`config.mk`:
```
export PLATFORM = sky130hd
export DESIGN_NAME = clk_div_multi
export DESIGN_NICKNAME = d
export VERILOG_FILES = /design/src/rtl/clk_div_multi.sv
export SDC_FILE = /design/constraint.sdc
export NUM_CORES = 1
export LEC_CHECK = 0
export CORE_ASPECT_RATIO = 1.4
export CORE_MARGIN = 3
export CORE_UTILIZATION = 56
export DETAILED_ROUTE_END_ITERATION = 10
export PLACE_DENSITY = 0.76
export SETUP_SLACK_MARGIN = 0.2
export SLEW_MARGIN = 5
export SYNTH_ARGS = -nofsm -noshare
export SYNTH_HDL_FRONTEND = slang
export SYNTH_SLANG_ARGS = --single-unit
```
`constraint.sdc`:
```
create_clock -name clk -period 1.6 [get_ports clk]
set_input_delay 0.32 -clock clk [delete_from_list [all_inputs] [get_ports clk]]
set_output_delay 0.32 -clock clk [all_outputs]
set_load 0.005 [all_outputs]
```
`src/rtl/clk_div_multi.sv`:
```
// NCH-channel programmable clock divider: 50%-duty slow_clk plus a rise-aligned tick per channel.
// Optional CLKDIV_SYNC_EN adds a global `sync` input that phase-aligns every channel.
module clk_div_multi #(
  parameter int NCH      = 4,
  parameter int CW       = 24,
  parameter int DIV_INIT = 3,
  localparam int SW      = (NCH > 1) ? $clog2(NCH) : 1
) (
  input  logic           clk,
  input  logic           rst_n,
  input  logic [NCH-1:0] en,
  input  logic           div_wr,
  input  logic [SW-1:0]  div_sel,
  input  logic [CW-1:0]  div_val,
`ifdef CLKDIV_SYNC_EN
  input  logic           sync,
`endif
  output logic [NCH-1:0] pend,
  output logic [NCH-1:0] slow_clk,
  output logic [NCH-1:0] tick
);

  logic [CW-1:0]  cnt_q [NCH];
  logic [CW-1:0]  cnt_d [NCH];
  logic [CW-1:0]  act_q [NCH];
  logic [CW-1:0]  act_d [NCH];
  logic [CW-1:0]  shd_q [NCH];
  logic [CW-1:0]  shd_d [NCH];
  logic [NCH-1:0] pend_q, pend_d;
  logic [NCH-1:0] slow_q, slow_d;
  logic [NCH-1:0] tick_q, tick_d;
  logic [NCH-1:0] stop;
  logic [NCH-1:0] load;

`ifdef CLKDIV_SYNC_EN
  assign stop = ~en | {NCH{sync}};
`else
  assign stop = ~en;
`endif

  always_comb begin
    cnt_d  = cnt_q;
    act_d  = act_q;
    shd_d  = shd_q;
    pend_d = pend_q;
    slow_d = slow_q;
    tick_d = '0;
    load   = '0;
    for (int unsigned i = 0; i < NCH; i++) begin
      if (stop[i]) begin
        cnt_d[i]  = '0;
        slow_d[i] = 1'b0;
        load[i]   = pend_q[i];
      end else if (cnt_q[i] == act_q[i]) begin
        cnt_d[i]  = '0;
        slow_d[i] = ~slow_q[i];
        tick_d[i] = ~slow_q[i];
        load[i]   = pend_q[i];
      end else begin
        cnt_d[i] = cnt_q[i] + 1'b1;
      end
      if (load[i]) begin
        act_d[i]  = shd_q[i];
        pend_d[i] = 1'b0;
      end
      // A write in the same cycle overrides the pend clear; the load above used the old shadow.
      if (div_wr && (div_sel == SW'(i))) begin
        shd_d[i]  = div_val;
        pend_d[i] = 1'b1;
      end
    end
  end

  always_ff @(posedge clk or negedge rst_n) begin
    if (!rst_n) begin
      for (int unsigned i = 0; i < NCH; i++) begin
        cnt_q[i] <= '0;
        act_q[i] <= CW'(DIV_INIT);
        shd_q[i] <= CW'(DIV_INIT);
      end
      pend_q <= '0;
      slow_q <= '0;
      tick_q <= '0;
    end else begin
      for (int unsigned i = 0; i < NCH; i++) begin
        cnt_q[i] <= cnt_d[i];
        act_q[i] <= act_d[i];
        shd_q[i] <= shd_d[i];
      end
      pend_q <= pend_d;
      slow_q <= slow_d;
      tick_q <= tick_d;
    end
  end

  assign pend     = pend_q;
  assign slow_clk = slow_q;
  assign tick     = tick_q;

endmodule

```
==> results of run 1 <==
## layer usage
| metal | GRT usage (%) | up-vias |
|---|---|---|
| li1 | - | 6209 |
| met1 | 37.1 | 7010 |
| met4 | 12.5 | 0 |
| met2 | 51.9 | 799 |
| met3 | 4.30 | 215 |
| met5 | 0 | - |
## cells in the final DEF (no fill, tap or decap), types with 7 or more instances in the layout
master	n
a222oi_1	96
and2_1	98
and3_1	12
buf_12	32
buf_16	7
buf_2	8
buf_4	237
buf_6	23
clkbuf_16	36
clkbuf_8	8
clkdlybuf4s50_1	31
clkinv_2	9
dfrtp_1	283
dfstp_2	16
inv_1	14
mux2_2	96
nand2_1	218
nand3_1	97
nand3_2	34
nand4_1	29
nor2_1	76
nor2_2	26
nor2_4	16
nor3_1	13
nor4_1	20
nor4_2	7
or3_1	67
or3_4	29
xnor2_1	33
xor2_1	150
## worst paths after layout
check                            start     endpoint  slack, ns  depth (start not counted)
max                          act_q[64]    cnt_q[62]      -0.54                          8
min reg2reg                slow_clk[0]      tick[0]       0.54                          2
min in group clk                 en[3]  slow_clk[3]       0.52                          4
max in group asynchronous        rst_n    act_q[73]       0.78                          3
min                              rst_n    cnt_q[36]       0.17                          2
max reg2reg                  act_q[64]    cnt_q[62]      -0.54                          8
## stage by stage
step           power, W  std cells
6_report         0.0190       2261
5_1_grt          0.0196       2261
4_1_cts          0.0188       2241
3_5_place_dp     0.0113       2149
3_3_place_gp     0.0111       2149
2_1_floorplan    0.0101       1586
## report_power, final
part | switching, W | total (W) | internal, W
Combinational | 0.00129 | 0.00255 | 0.00127
Clock | 0.00311 | 0.00760 | 0.00449
Sequential | 0.000612 | 0.00887 | 0.00826
Total | 0.00500 | 0.0190 | 0.0140
## sequential cells by signal, summed over array words and instances, names as in the netlist
register,cells
pend,4
shd_q,96
act_q,96
slow_clk,4
tick,4
cnt_q,96
## worst reg2reg max path, stage by stage (launching register included)
cell	delay [ns]
dfrtp_1	0.42
xor2_1	0.17
nor4_2	0.38
nand4_1	0.20
buf_6	0.18
buf_6	0.11
o21ai_4	0.29
clkbuf_16	0.24
nor2_2	0.04
## kinds of logic (layout without fill, tap and decap cells)
logic type                 after synthesis  count (layout)  synth area share (%)
and+or+nand+nor                        773             773                  24.9
DFF                                    300             300                  47.9
xor gates and xnor gates               184             184                  10.2
buffers and inverters                  121             426                  3.15
AOI/OAI and AO/OA                      108             108                  6.62
muxes                                   96              96                  6.87
adders and majority gates                4               4                 0.318
## area by class of cell
| type | count | share of cell area, % |
|---|---|---|
| clock inverters | 15 | 0.973 |
| repair buffers | 354 | 16.6 |
| inverters | 18 | 0.322 |
| clock buffers | 39 | 4.02 |
| well taps | 370 | 2.21 |
| flip-flops and latches | 300 | 35.9 |
| multi-input cells | 1165 | 39.9 |
## timing repair
item	in CTS	in global routing
buffers inserted	24	13
setup endpoints to repair	216	216
pin swaps	22	49
hold endpoints to repair	284	0
gates resized for setup	75	155
hold buffers	1	0
gates cloned	13	8
==> out/qor.yml, run 1 <==
drt-vias-per-instance: 6.30
fin_util_pct: 75.8
htreeDepth: 1
p_leak_nw: 8.53
drt_pass1_iterations: 10
crit_chain: "xor2_1 > nor4_2 > nand4_1 > buf_6 > buf_6 > o21ai_4 > clkbuf_16 > nor2_2"
setup_slack_ns: -0.544
synth.ff_latch_count: 300
status: "finished with violations"
die_w_um: 148
antenna_cells: 0
syn_inst: 1586
synthTopCellsByArea: "dfrtp_1 (45%), xor2_1 (8.4%), mux2_2 (6.9%)"
initial_core_util_pct: 56.9
hold_viol_final: 0
cts_made_buffers: 29
setup.worst_path.start_class: "register"
remaining_drc_errors: 0
route.met3.wl_um: 3710
relSlewSlack_pct: 62.7
clock_skew_ns: 0.0171
num_rows: 72
grt_pass1_vias: 14059
yosysWarnings: 0
drt_iter0_drc: 2302
period_share_pct: 134
clock-sinks: 300
grt_max_degree: 61
synth_area_per_cell_um2: 9.92
placed_cell_area_um2: 18500
synth-edff-count: 0
met1Wirelength_um: 17700
drv_slew: 0
gp_congestion: 0.855
grt_overflow_total: 0
cp-end-kind: "register"
avgRoutedWirePerCell_um: 21.4
antenna_found_initial: 0
async_flop_share_pct: 100
yosysUniqueCellTypes: 39
ys_seq_area_share_pct: 47.9
cts_tree: "built"
violations: "negative setup slack"
io-pin-count: 45
max_stage_delay_ns: 0.42
crit_arrival_ns: 2.60
final_nets: 1905
min_path_type: "in2async"
setup_viol: 204
irDropWorstVdd_mv: 0.954
cts_root_buf: "clkbuf_16"
clk_pin_slew_ns: 0.07
power_density_nw_per_um2: 907
core_area_um2: 27700
multi_input_area_um2: 8380
yosys-top-cells-count: "dfrtp_1 (284), nand2_1 (226), xor2_1 (151)"
wl_met2_um: 24400
crit_fanout: 6
routed-via-count: 14233
cpMostUsedCell: "buf_6"
crit_slowest_cell: "dfrtp_1"
area_growth_pct: 33.3
clk_path_buf_depth: 3
fin_crit_ns: 2.14
hold_slack_ns: 0.171
grt_pass1_wl_um: 73300
hpwlAfterDp_um: 28000
rsz0062_at_grt: "yes"
drive_above_1_share_pct: 33.3
synth_top_area_share_pct: 45.2
die_area_um2: 30200
stdcell_area_um2: 21000
wl_um: 48500
path_buf_inv: 3
tns_ns: -74.02
syn-num-nets: 1623
dominantRegCellSynth: "dfrtp_1"
worstPathRequired_ns: 2.06
critPathTopFamily: "simple AND/OR/NAND/NOR gates"
ant_nets: 0
final-seq-area_um2: 7530
crit_type: "reg2reg"
clock_latency_ns: 0.58
fillers: 1676
track_usage_pct: 29.8
port_buffers: 44
chipHeight_um: 204
worst_slew_pin_slew_ns: 0.558
fmax_mhz: 466
synth_most_common_cell: "dfrtp_1"
synth_top_area_cell: "dfrtp_1"
maxCapViolCount: 0
syn-cell-area_um2: 15700
top_layer: "met4"
post-place-ws_ns: -0.413
Power figures use the tool's default switching activity.
==> run 2, diff against run 1 <==
--- a/config.mk
+++ b/config.mk
@@ -7,9 +7,8 @@
 export LEC_CHECK = 0
 export CORE_ASPECT_RATIO = 1.4
 export CORE_MARGIN = 3
-export CORE_UTILIZATION = 56
+export CORE_UTILIZATION = 35
 export DETAILED_ROUTE_END_ITERATION = 10
-export PLACE_DENSITY = 0.76
 export SETUP_SLACK_MARGIN = 0.2
 export SLEW_MARGIN = 5
 export SYNTH_ARGS = -nofsm -noshare
==> run 2 against run 1 <==
  * The flow still finishes with violations (negative setup slack)
  * Critical path depth is 1 higher
  * Register-to-register slack improved by 0.07 ns
  * Design area up 2.8%
  * Via count shrank 4.5%
  * Routed wire length down 1.3%
  * First-iteration DRC count is 36% lower
  * Count of clock-buffer cells in the layout up 5
  * Sequential share of layout area fell by 0.97 points
  * Non-clock buffer count grew 24
  * Setup slack improved by 0.074 ns
  * Clock skew up 0.0055 ns
  * Global-route usage fell by 10 points
==> out/qor.yml, run 2 (synthesis results as in run 1) <==
chipHeight_um: 257  # was 204 um
fillers: 3918  # was 1676
remaining_drc_errors: 0  # unchanged
die_w_um: 185  # was 148 um
antenna_found_initial: 1  # was 0
htreeDepth: 1  # unchanged
cp-end-kind: "register"  # unchanged
min_path_type: "in2async"  # unchanged
drv_slew: 0  # unchanged
drt_pass1_iterations: 6  # was 10
fin_util_pct: 48.7  # was 75.8%
fin_crit_ns: 2.07  # was 2.14 ns
final_cell_mix: "dfrtp_1 (282), buf_4 (250), nand2_1 (204)"  # was dfrtp_1 (283), buf_4 (237), nand2_1 (218)
gp_congestion: 0.822  # was 0.855
r2r_slack_ns: -0.47  # was -0.54 ns
p_leak_nw: 8.68  # was 8.53 nW
drt-vias-per-instance: 5.49  # was 6.30
status: "finished with violations"  # unchanged
initial_core_util_pct: 35.5  # was 56.9%
die_area_um2: 47600  # was 30200 um2
worst_slew_pin_slew_ns: 0.474  # was 0.558 ns
track_usage_pct: 19.6  # was 29.8%
cts_made_buffers: 30  # was 29
wl_um: 47900  # was 48500 um
clock_latency_ns: 0.59  # was 0.58 ns
ant_nets: 0  # unchanged
routed-via-count: 13587  # was 14233
final_nets: 1931  # was 1905
clk_pin_slew_ns: 0.07  # about the same
hold_viol_final: 0  # unchanged
core_area_um2: 44300  # was 27700 um2
violations: "negative setup slack"  # unchanged
drt_iter0_drc: 1479  # was 2302
crit_fanout: 5  # was 6
num_rows: 91  # was 72
power_w: 0.0186  # was 0.0190 W
setup_slack_ns: -0.470  # was -0.544 ns
tns_ns: -67.47  # was -74.02 ns
fmax_mhz: 483  # was 466 MHz
layoutNonFillerInstCount: 2477  # was 2261
r2r_end: "act_q[72]"  # was cnt_q[62]
layout_commonest_cell: "dfrtp_1"  # unchanged
cts_root_buf: "clkbuf_16"  # unchanged
reg.largest.list: "act_q: 96 flops, cnt_q: 96 flops, shd_q: 96 flops"  # unchanged
setup.worst_path.start_class: "register"  # unchanged
power_density_nw_per_um2: 861  # was 907 nW/um2
worstReg2RegStart: "cnt_q[95]"  # was act_q[64]
grt_pass1_vias: 13992  # was 14059
cts_tree: "built"  # unchanged
crit_arrival_ns: 2.60  # about the same
avgRoutedWirePerCell_um: 19.3  # was 21.4 um
period_share_pct: 129  # was 134%
port_buffers: 44  # unchanged
maxCapViolCount: 0  # unchanged
rsz0062_at_grt: "yes"  # unchanged
setup_viol: 204  # unchanged
hpwlAfterDp_um: 29400  # was 28000 um
worstPathRequired_ns: 2.13  # was 2.06 ns
post-place-ws_ns: -0.436  # was -0.413 ns
drive_above_1_share_pct: 34.5  # was 33.3%
crit_type: "reg2reg"  # unchanged
clk_path_buf_depth: 3  # unchanged
grt_max_degree: 53  # was 61
clock_skew_ns: 0.0226  # was 0.0171 ns
ff2ff_path_depth: 9  # was 8
dp_cells: 2355  # was 2149
area_growth_pct: 37.0  # was 33.3%
grt_overflow_total: 0  # unchanged
io-pin-count: 45  # unchanged
relSlewSlack_pct: 68.3  # was 62.7%
clock-sinks: 300  # unchanged
grt_pass1_wl_um: 75100  # was 73300 um
irDropWorstVdd_mv: 0.555  # was 0.954 mV
==> run 2: cell count changes in the layout (fill, tap and decap cells not counted), moves of 5 or more <==
cell and delta:
or3_4 -19, nor2_1 -18, or3_1 +19, buf_16 +11, buf_4 +13, nand3_1 +8, nand2_4 +13, nand3_2 -8
nand2_1 -14, nor2_4 -5, nor2_2 +23
==> run 2: routing by layer <==
layer | track usage, % | share of wire, % | up-vias
li1 | - | - | 6271
met1 | 23.6 | 39 | 6762
met2 | 35.0 | 52 | 440
met3 | 2.40 | 4.7 | 112
met4 | 8.32 | 4.1 | 2
met5 | 0 | 0.015 | -
==> run 2: cell type report <==
cell class	count	area, um2	area share (%)
well taps	558	698	3.24
diodes	1	2.50	0.0116
repair buffers	378	3880	18.0
clock buffers	44	895	4.15
multi-input cells	1166	8390	38.9
flip-flops and latches	300	7530	34.9
clock inverters	12	95.1	0.441
inverters	18	67.6	0.313
==> run 2: metrics by stage <==
stage / hold slack, ns / area [um2]
after floorplan: 0.0244 / 16000
after global placement: 0.226 / 18800
after detailed placement: 0.229 / 18800
after CTS: 0.222 / 20800
after global routing: 0.234 / 21600
final: 0.224 / 21600
==> run 2: worst max-delay path, stage by stage, from the launching register on <==
cell and delay [ns]:
dfrtp_1 0.42, xor2_2 0.20, nor4_2 0.31, nand4_1 0.12, buf_4 0.18, buf_6 0.11, buf_6 0.12, buf_6 0.12
or3_1 0.34, nand3_1 0.08
==> run 2: power by group <==
part / internal [W] / switching (W)
sequential: 0.00826 / 0.000551
clock: 0.00403 / 0.00311
combinational: 0.00133 / 0.00127
total: 0.0136 / 0.00493
==> run 2: repair_timing <==
item	in CTS	in global routing
endpoints found under the hold margin	252	0
gates resized for setup	137	133
gates cloned	22	6
hold buffers	1	0
endpoints found under the setup margin	216	216
pin swaps	47	51
buffers inserted	30	6
==> run 2: worst max-delay path by stage <==
stage                   start         to  slack (ns)  cells after the start
detailed placement  act_q[71]  act_q[57]       -0.44                      8
finish              cnt_q[95]  act_q[72]       -0.47                      9
global route        cnt_q[95]  act_q[72]       -0.53                      9
CTS                 act_q[70]  act_q[57]       -0.41                      8
global placement    act_q[56]  act_q[71]       -0.39                      6
floorplan           cnt_q[32]  cnt_q[24]       -0.14                      6
==> run 3, diff against run 2 <==
--- a/config.mk
+++ b/config.mk
@@ -5,6 +5,7 @@
 export SDC_FILE = /design/constraint.sdc
 export NUM_CORES = 1
 export LEC_CHECK = 0
+export CAP_MARGIN = 40
 export CORE_ASPECT_RATIO = 1.4
 export CORE_MARGIN = 3
 export CORE_UTILIZATION = 35
==> results of run 3 <==
The final DEF is identical to that of run 2; final timing and power are the same.
